**src/rtl/fifo_drain_reader.sv**
```systemverilog
// Consumer-side reader for the 8-bit synchronous FIFO: pops words, absorbs the
// one-cycle read latency in a small skid buffer and streams them out with burst framing.
module fifo_drain_reader #(
  parameter int unsigned DW         = 8,
  parameter int unsigned SKID_DEPTH = 4,
  parameter int unsigned BURST_LEN  = 16
) (
  input  logic          clk,
  input  logic          rst,
  input  logic          enable,
  input  logic          fifo_empty,
  input  logic [DW-1:0] fifo_data,
  output logic          fifo_rd_en,
  output logic [DW-1:0] out_data,
  output logic          out_valid,
  input  logic          out_ready,
  output logic          out_last,
  output logic [15:0]   word_count,
  output logic          busy
);

  localparam int unsigned PW  = $clog2(SKID_DEPTH);
  localparam int unsigned OW  = PW + 1;
  localparam int unsigned BW  = (BURST_LEN > 1) ? $clog2(BURST_LEN) : 1;
  localparam int unsigned WCW = 16;

  logic [DW-1:0]  mem [SKID_DEPTH];
  logic [PW-1:0]  head;
  logic [PW-1:0]  tail;
  logic [OW-1:0]  occ;
  logic           inflight;
  logic [BW-1:0]  beat_cnt;
  logic [WCW-1:0] wcnt;

  logic valid_c;
  logic last_c;
  logic fire_c;

  // Capacity counts only registered state, so downstream ready never reaches the FIFO read.
  assign fifo_rd_en = !rst && enable && !fifo_empty &&
                      ((occ + OW'(inflight)) < OW'(SKID_DEPTH));

  assign valid_c = !rst && (occ != '0);
  assign last_c  = valid_c && (beat_cnt == BW'(BURST_LEN - 1));
  assign fire_c  = valid_c && out_ready;

  assign out_valid  = valid_c;
  assign out_last   = last_c;
  assign out_data   = valid_c ? mem[head] : '0;
  assign word_count = rst ? '0 : wcnt;
  assign busy       = !rst && (inflight || (occ != '0));

  // Skid storage: the word requested last cycle lands at tail.
  always_ff @(posedge clk) begin
    if (!rst && inflight) begin
      mem[tail] <= fifo_data;
    end
  end

  always_ff @(posedge clk) begin
    if (rst) begin
      occ      <= '0;
      inflight <= 1'b0;
      head     <= '0;
      tail     <= '0;
      beat_cnt <= '0;
      wcnt     <= '0;
    end else begin
      inflight <= fifo_rd_en;
      if (inflight) begin
        tail <= tail + PW'(1);
      end
      if (fire_c) begin
        head     <= head + PW'(1);
        wcnt     <= wcnt + WCW'(1);
        beat_cnt <= last_c ? '0 : beat_cnt + BW'(1);
      end
      if (inflight && !fire_c) begin
        occ <= occ + OW'(1);
      end else if (!inflight && fire_c) begin
        occ <= occ - OW'(1);
      end
    end
  end

endmodule

```
**config.mk**
```make
export PLATFORM = sky130hd
export DESIGN_NAME = fifo_drain_reader
export DESIGN_NICKNAME = d
export VERILOG_FILES = /design/src/rtl/fifo_drain_reader.sv
export SDC_FILE = /design/constraint.sdc
export NUM_CORES = 1
export LEC_CHECK = 0
export ABC_CLOCK_PERIOD_IN_PS = 5750
export CELL_PAD_IN_SITES_DETAIL_PLACEMENT = 1
export CELL_PAD_IN_SITES_GLOBAL_PLACEMENT = 2
export CORE_ASPECT_RATIO = 1.4
export CORE_MARGIN = 2
export CORE_UTILIZATION = 38
export CTS_CLUSTER_SIZE = 24
export DETAILED_ROUTE_END_ITERATION = 10
export PLACE_DENSITY_LB_ADDON = 0.1
export REMOVE_ABC_BUFFERS = 1
export SLEW_MARGIN = 20
export SYNTH_ARGS = -nofsm -noshare
export SYNTH_HDL_FRONTEND = slang
export SYNTH_SLANG_ARGS = --single-unit
```
**constraint.sdc**
```tcl
create_clock -name clk -period 5.75 [get_ports clk]
set_input_delay 0.575 -clock clk [delete_from_list [all_inputs] [get_ports clk]]
set_output_delay 0.575 -clock clk [all_outputs]
set_load 0.03 [all_outputs]
```
Word-level counts from Yosys, hierarchy flattened --
Memory sizes are Yosys's and may differ from the RTL's. A register that Yosys moved wholly into a read port is not among the register bits. Cells that the tools add are included.
Operators by class: add/subtract/negate cells 7, muxes and demuxes 9, order comparisons 1, equality and inequality tests 1, reduce and logical (&&, ||, !) cells 17
Operators by type and width (count):
- $add A16 B1 Y16 const B | 1
- $mux W16 | 1
- $logic_and A1 B1 Y1 | 10
- $mux W8 | 1
- $mux W3 | 2
- $add A2 B1 Y2 const B | 2
- $add A4 B1 Y4 const B | 1
- $eq A4 B4 Y1 const B | 1
- $logic_not A1 Y1 | 4
- $mux W2 | 2
- $mux W4 | 1
- $add A3 B1 Y3 | 1
- $add A3 B1 Y3 const B | 1
- $lt A3 B3 Y1 const B | 1
- $reduce_bool A3 Y1 | 1
- $sub A3 B1 Y3 const B | 1
- $mux W1 | 2
- $reduce_bool A2 Y1 | 1
- $logic_or A1 B1 Y1 | 1
Storage, ports and cells: input port bits 13, register bits after elaboration 28, output and inout port bits 28, RAM bits 32, memories kept 1
Memory list:
- mem | depth 4, width 8, read ports 1, clocked after memory_dff 1, write ports 1, RTL line 27 | logic [DW-1:0] mem [SKID_DEPTH];

Logic depth before layout (Yosys ltp) --
Gate-level depths: netlist of the first run.
depth after elaboration 6, mapped depth 9

Worst setup path before layout of the first run --
Ideal clock, no wire load.
path type input port to output port, start point in rst, end point out fifo_rd_en, arrival time 2.053 ns, setup slack 3.122 ns, path buffers 2, stages 3, data required time 5.175 ns, cell sequence clkbuf_1 clkbuf_1 nor4b_1
Between the ends: cells in the longest elaborated chain, start to end 4
Ends and longest elaborated chain:
- start: declaration | RTL line 9 | input logic rst,
- $logic_not A1 Y1 | RTL line 40 | assign fifo_rd_en = !rst && enable && !fifo_empty &&
- $logic_and A1 B1 Y1 (3 in series) | RTL line 40
- end: declaration | RTL line 13 | output logic fifo_rd_en,
Every way passes these cells.

Worst setup path in the final report of the first run --
start point in rst, end point out out_data[2]
Between the ends: cells in the longest elaborated chain, start to end 3
Ends and longest elaborated chain:
- $logic_not A1 Y1 | RTL line 43 | assign valid_c = !rst && (occ != '0);
- $logic_and A1 B1 Y1 | RTL line 43
- $mux W8 | RTL line 49 | assign out_data = valid_c ? mem[head] : '0;
- end: declaration | RTL line 14 | output logic [DW-1:0] out_data,
Every way passes these cells.

==> impl_metrics.tcl, run 1 <==
set metrics [dict create \
    worst_slew_margin_rel_pct 52.5 \
    grt-ovfl-total 0 \
    final.min_clock_period_ns 3.53 \
    detailedPlace.worstSlack_ns 2.11 \
    timing.critical_path.cells "clkdlybuf4s50_1, nor2_1, and2_1, clkdlybuf4s50_1" \
    detailed_place.area_sq_mm 0.00321 \
    yosys_register_bits 62 \
    n_fill_cell 782 \
    postSynthCellCount 225 \
    endpoints_failing_hold 0 \
    postRouteWirelength_um 5300 \
    gr-usage-all-layers_pct 14.9 \
    antenna_cells_inserted 0 \
    max-clock-path-buffers 2 \
    critical_path.max_stage_delay_ns 0.77 \
    cts.hold.buffers_added 0 \
    core-area_sq_mm 0.00694 \
    crit_path_top_delay_cell "sky130_fd_sc_hd__clkdlybuf4s50_1" \
    detail_route.first_pass.iterations 4 \
    synth_enable_flop_cells 32 \
    maximum_number_of_pins_on_one_net_before_global_route_repair 27 \
    power.ir.vdd_worst_mv 0.167 \
    min_delay_path_class "flop to flop" \
    grt_antenna_before_repair 0 \
    clk-insertion-delay-late_ns 0.34 \
    synth.yosys.seq_area_share_pct 57.4 \
    p_per_area_mw_per_mm2 299 \
    effective_utilization_at_floorplan_pct 39.2 \
    worstSetupStartpointType "primary input" \
    synth_cell_types 36 \
    synth.cells.most_frequent "32 x sky130_fd_sc_hd__edfxtp_1, 30 x sky130_fd_sc_hd__dfxtp_1, 23 x sky130_fd_sc_hd__nor2_1" \
    tritoncts "done" \
    vias 1794 \
    syn-mean-instance-area_sq_um 12.1 \
    post_synth_top_flop "sky130_fd_sc_hd__edfxtp_1" \
    port_buffers 40 \
    avgViaCountPerCell 4.86 \
    final_antenna_net_count 0 \
    post-synth-top-count-cell "sky130_fd_sc_hd__edfxtp_1" \
    tritoncts.num_buffers 9 \
    ys_warn_count 0 \
    grt_first_pass_wirelength_um 8730 \
    timing.critical_path.arrival_ns 2.95 \
    rsz0062_at_grt "no" \
    netlist.top_cell.by_area "sky130_fd_sc_hd__edfxtp_1" \
    drt_iter0_markers 63 \
    setup_violations 0 \
    die-area_sq_mm 0.00786 \
    cts.reportedPaths.clkPinSlew_ns 0.07 \
    final_area_sq_mm 0.00341 \
    run_status "completed" \
    cts_post_setup_buffers_inserted 0 \
    clock-root-buffer "sky130_fd_sc_hd__clkbuf_8" \
    nets 290 \
    critPathCaptureType "output port" \
    cts.sink_count 62 \
    dp.final_hpwl_um 3910 \
    p_leak_nw 1.16 \
    top_level_ports 41 \
    synth_top_cells_by_area "sky130_fd_sc_hd__edfxtp_1 35%, sky130_fd_sc_hd__dfxtp_1 22%, sky130_fd_sc_hd__mux4_2 6.6%, sky130_fd_sc_hd__ha_1 3.2%, sky130_fd_sc_hd__nor2b_1 3.2%" \
    maxClockFrequency_mhz 284 \
    worst_clock_skew_ns 0.00940 \
    flow.area_growth_from_synthesis_pct 25.4 \
    final.setup.worst_slack_ns 2.22 \
    critical_path_required_ns 5.18 \
    timing_max_transition_violations_final 0 \
    final_layout_size_suffix_gt1_share_pct 12.0 \
    tcrit_tclk_final_pct 61.3 \
    finalCoreUtilization_pct 49.2 \
    critical_path_type "primary input to output port" \
    die_x_um 75.5 \
    rows 36 \
    path_max_fanout 23 \
    postSynth.asyncResetShare_pct 0 \
    via_count_of_the_first_global_routing_pass 1824 \
    place_congestion 0.744 \
    synth_area_sq_mm 0.00272 \
    cts_resized 0 \
    cts_max_level 3 \
    synth_largest_type_area_fraction_pct 35.3 \
    routed_wire_length_per_instance_um 14.4 \
    fp.dieH_um 104 \
    drv.max_cap_violation_count 0 \
    tns_ns 0 \
    path_common_cell "sky130_fd_sc_hd__clkdlybuf4s50_1" \
    drc_violations 0 \
    tightestPinTransition_ns 0.710 \
]
worst max-delay path: cells and delay by family:
family	cells	cell delay, ns
buffers and inverters	2	1.44
AND/OR/NAND/NOR	2	0.92
placed cells by master, fill, tap and decap left out, types with 4 or more instances in the layout:
cell and instances:
sky130_fd_sc_hd__nor2b_1 14, sky130_fd_sc_hd__mux4_2 8, sky130_fd_sc_hd__inv_1 8, sky130_fd_sc_hd__nor2_1 23, sky130_fd_sc_hd__ha_1 7, sky130_fd_sc_hd__nand2_1 10, sky130_fd_sc_hd__o21ai_0 6, sky130_fd_sc_hd__dfxtp_1 30
sky130_fd_sc_hd__clkbuf_8 9, sky130_fd_sc_hd__edfxtp_1 32, sky130_fd_sc_hd__clkdlybuf4s50_1 40, sky130_fd_sc_hd__xor2_1 7, sky130_fd_sc_hd__nand3_1 9, sky130_fd_sc_hd__mux2_2 5, sky130_fd_sc_hd__xnor2_1 7, sky130_fd_sc_hd__and2_1 13
sky130_fd_sc_hd__nor3_1 4, sky130_fd_sc_hd__a21oi_1 4, sky130_fd_sc_hd__nand4_1 5
per-stage QoR:
| stage | hold slack, ns | std cells | power [mW] |
|---|---|---|---|
| 5_1_grt | 0.560 | 369 | 1.07 |
| 6_report | 0.521 | 369 | 1.02 |
| 3_3_place_gp | 0.497 | 353 | 0.654 |
| 3_5_place_dp | 0.510 | 353 | 0.657 |
| 2_1_floorplan | 0.472 | 217 | 0.594 |
| 4_1_cts | 0.522 | 369 | 1.04 |
kinds of logic after synthesis:
logic type | share of synthesized area (%)
AO/OA/AOI/OAI | 2.39
XOR/XNOR | 4.51
adder cells (fa/ha/maj) | 3.96
buffers and inverters | 2.30
flip-flops | 57.4
multiplexers | 9.43
AND/OR/NAND/NOR | 20.0
power breakdown:
part / total (mW) / switching [mW] / internal (mW) / leakage [nW]
combinational: 0.148 / 0.0816 / 0.0663 / 0.535
sequential: 0.495 / 0.0186 / 0.477 / 0.531
clock: 0.375 / 0.174 / 0.200 / 0.0956
flip-flops by register name, summed over array words and instances (netlist names), named ones only:
register,count
inflight,1
wcnt,16
tail,2
head,2
beat_cnt,4
mem,32
occ,3
final timing paths:
kind | slack [ns] | cells after the start | start | endpoint
setup / recovery | 2.22 | 4 | rst | out_data[2]
hold / removal | 0.52 | 2 | wcnt[15] | wcnt[15]
setup reg to reg | 3.14 | 9 | occ[2] | occ[2]
hold reg to reg | 0.52 | 2 | wcnt[15] | wcnt[15]
final cells by class:
class,count,area [sq um],share of cell area (%)
Clock buffer,9,124,3.63
Clock inverter,7,72.6,2.13
Inverter,8,30.0,0.881
Multi-Input combinational cell,147,1090,32.1
Sequential cell,62,1560,45.8
Tap cell,95,119,3.49
Timing Repair Buffer,41,408,12.0
layer usage:
metal  GRT usage, %  up-vias  wire length (um)
met2           24.1       41              2690
met4           9.02        0               167
met5              0        -                 0
li1               -      891                 -
met3           2.81       14               179
met1           17.5      848              2260
Note: power is estimated with default switching activity, not from simulation.
==> run 2: changes to the inputs <==
- ABC_CLOCK_PERIOD_IN_PS: 5750 -> 3000
- CORE_UTILIZATION: 38 -> 32
- clock period: 5.75 -> 3 ns (I/O delays scaled with it)
==> impl_metrics.tcl, run 2 (same netlist as run 1, synthesis figures left out) <==
set metrics [dict create \
    run_status "completed" \
    drc_violations 0 \
    timing.critical_path.arrival_ns 2.18 \
    fp.dieH_um 113 \
    cts_max_level 3 \
    n_fill_cell 887 \
    gr-usage-all-layers_pct 13.9 \
    largest_reg_flops 32 \
    drt_iter0_markers 60 \
    via_count_of_the_first_global_routing_pass 2006 \
    flow.area_growth_from_synthesis_pct 29.9 \
    clk-insertion-delay-late_ns 0.32 \
    critical_path_type "flop to output port" \
    p_per_area_mw_per_mm2 658 \
    dp.final_hpwl_um 4210 \
    final_cell_count_no_fill 378 \
    avgViaCountPerCell 4.85 \
    worst_slew_margin_rel_pct 62.8 \
    die_x_um 81.9 \
    cts_post_setup_buffers_inserted 0 \
    reg_top3 "mem: 32 flops, wcnt: 16 flops, beat_cnt: 4 flops" \
    drv.max_cap_violation_count 0 \
    path_max_fanout 7 \
    final_antenna_net_count 0 \
    routed_wire_length_per_instance_um 15.1 \
    layout.cells.most_common_list "32 x sky130_fd_sc_hd__edfxtp_1, 30 x sky130_fd_sc_hd__dfxtp_1, 27 x sky130_fd_sc_hd__clkdlybuf4s50_1" \
    post-place-cells 362 \
    final_layout_size_suffix_gt1_share_pct 17.0 \
    tritoncts "done" \
    min_delay_path_class "flop to flop" \
    clock-root-buffer "sky130_fd_sc_hd__clkbuf_16" \
    top_level_ports 41 \
    detail_route.first_pass.iterations 4 \
    die-area_sq_mm 0.00926 \
    core-area_sq_mm 0.00820 \
    setup_violations 0 \
    effective_utilization_at_floorplan_pct 33.2 \
    rows 39 \
    place_congestion 0.699 \
    worstSetupStartpointType "flop" \
    endpoints_failing_hold 0 \
    tritoncts.num_buffers 9 \
    worst_clock_skew_ns 0.00714 \
    grt-ovfl-total 0 \
    cts.reportedPaths.clkPinSlew_ns 0.05 \
    tightestPinTransition_ns 0.554 \
    power.ir.vdd_worst_mv 0.330 \
    fin_hold_ws_ns 0.516 \
    vias 1834 \
    top_register "mem" \
    nets 292 \
    grt_first_pass_wirelength_um 9680 \
    final.min_clock_period_ns 2.48 \
    maximum_number_of_pins_on_one_net_before_global_route_repair 48 \
    critical_path_required_ns 2.70 \
    cts.hold.buffers_added 0 \
    port_buffers 40 \
    antenna_cells_inserted 0 \
    postRouteWirelength_um 5720 \
    p_leak_nw 1.26 \
    tns_ns 0 \
    max-clock-path-buffers 2 \
    rsz0062_at_grt "no" \
    cts.sink_count 62 \
    timing_max_transition_violations_final 0 \
    critPathCaptureType "output port" \
    grt_antenna_before_repair 0 \
    tcrit_tclk_final_pct 82.8 \
    maxClockFrequency_mhz 403 \
    cts_resized 0 \
    layout_commonest_cell "sky130_fd_sc_hd__edfxtp_1" \
]
## run 2: path summary, 6_finish.rpt
check	startpoint	end	slack (ns)	cells after the start
setup / recovery	occ[0]	busy	0.52	4
hold / removal	wcnt[15]	wcnt[15]	0.52	2
setup reg to reg	occ[0]	occ[2]	0.56	9
hold reg to reg	wcnt[15]	wcnt[15]	0.52	2
## run 2: per-layer routing
layer	up-vias	track usage (%)	wire length, um
li1	898	-	-
met1	893	14.8	2240
met2	34	25.4	3200
met3	9	3.51	210
met4	0	5.11	72
met5	-	0	0
## run 2: per-stage QoR
| stage | worst slack [ns] | util [%] | area [sq um] | power, mW |
|---|---|---|---|---|
| after floorplan | 0.783 | - | 2690 | 1.14 |
| after global placement | 0.456 | 39.2 | 3220 | 1.26 |
| after detailed placement | 0.391 | 39.2 | 3220 | 1.27 |
| after CTS | 0.467 | 43.1 | 3530 | 2.37 |
| after global routing | 0.334 | 43.1 | 3530 | 2.43 |
| final | 0.516 | 43.1 | 3530 | 2.32 |
## run 2: layout make-up
| type | instances | area [sq um] | area share [%] |
|---|---|---|---|
| Sequential cell | 62 | 1560 | 44.2 |
| Clock inverter | 6 | 86.3 | 2.44 |
| Inverter | 8 | 30.0 | 0.850 |
| Timing Repair Buffer | 43 | 403 | 11.4 |
| Multi-Input combinational cell | 147 | 1090 | 31.0 |
| Clock buffer | 10 | 229 | 6.48 |
| Tap cell | 102 | 128 | 3.61 |
## run 2: power by group
group	switching [mW]	total (mW)	internal [mW]
Clock	0.361	1.09	0.725
Sequential	0.0360	0.951	0.915
Combinational	0.160	0.287	0.127
Total	0.557	2.32	1.77
## run 2: critical path, stage by stage (launching register included)
cell and delay [ns]:
sky130_fd_sc_hd__dfxtp_1 0.37, sky130_fd_sc_hd__nor3_2 0.49, sky130_fd_sc_hd__nor2_1 0.11, sky130_fd_sc_hd__or2_2 0.31, sky130_fd_sc_hd__clkdlybuf4s50_1 0.59
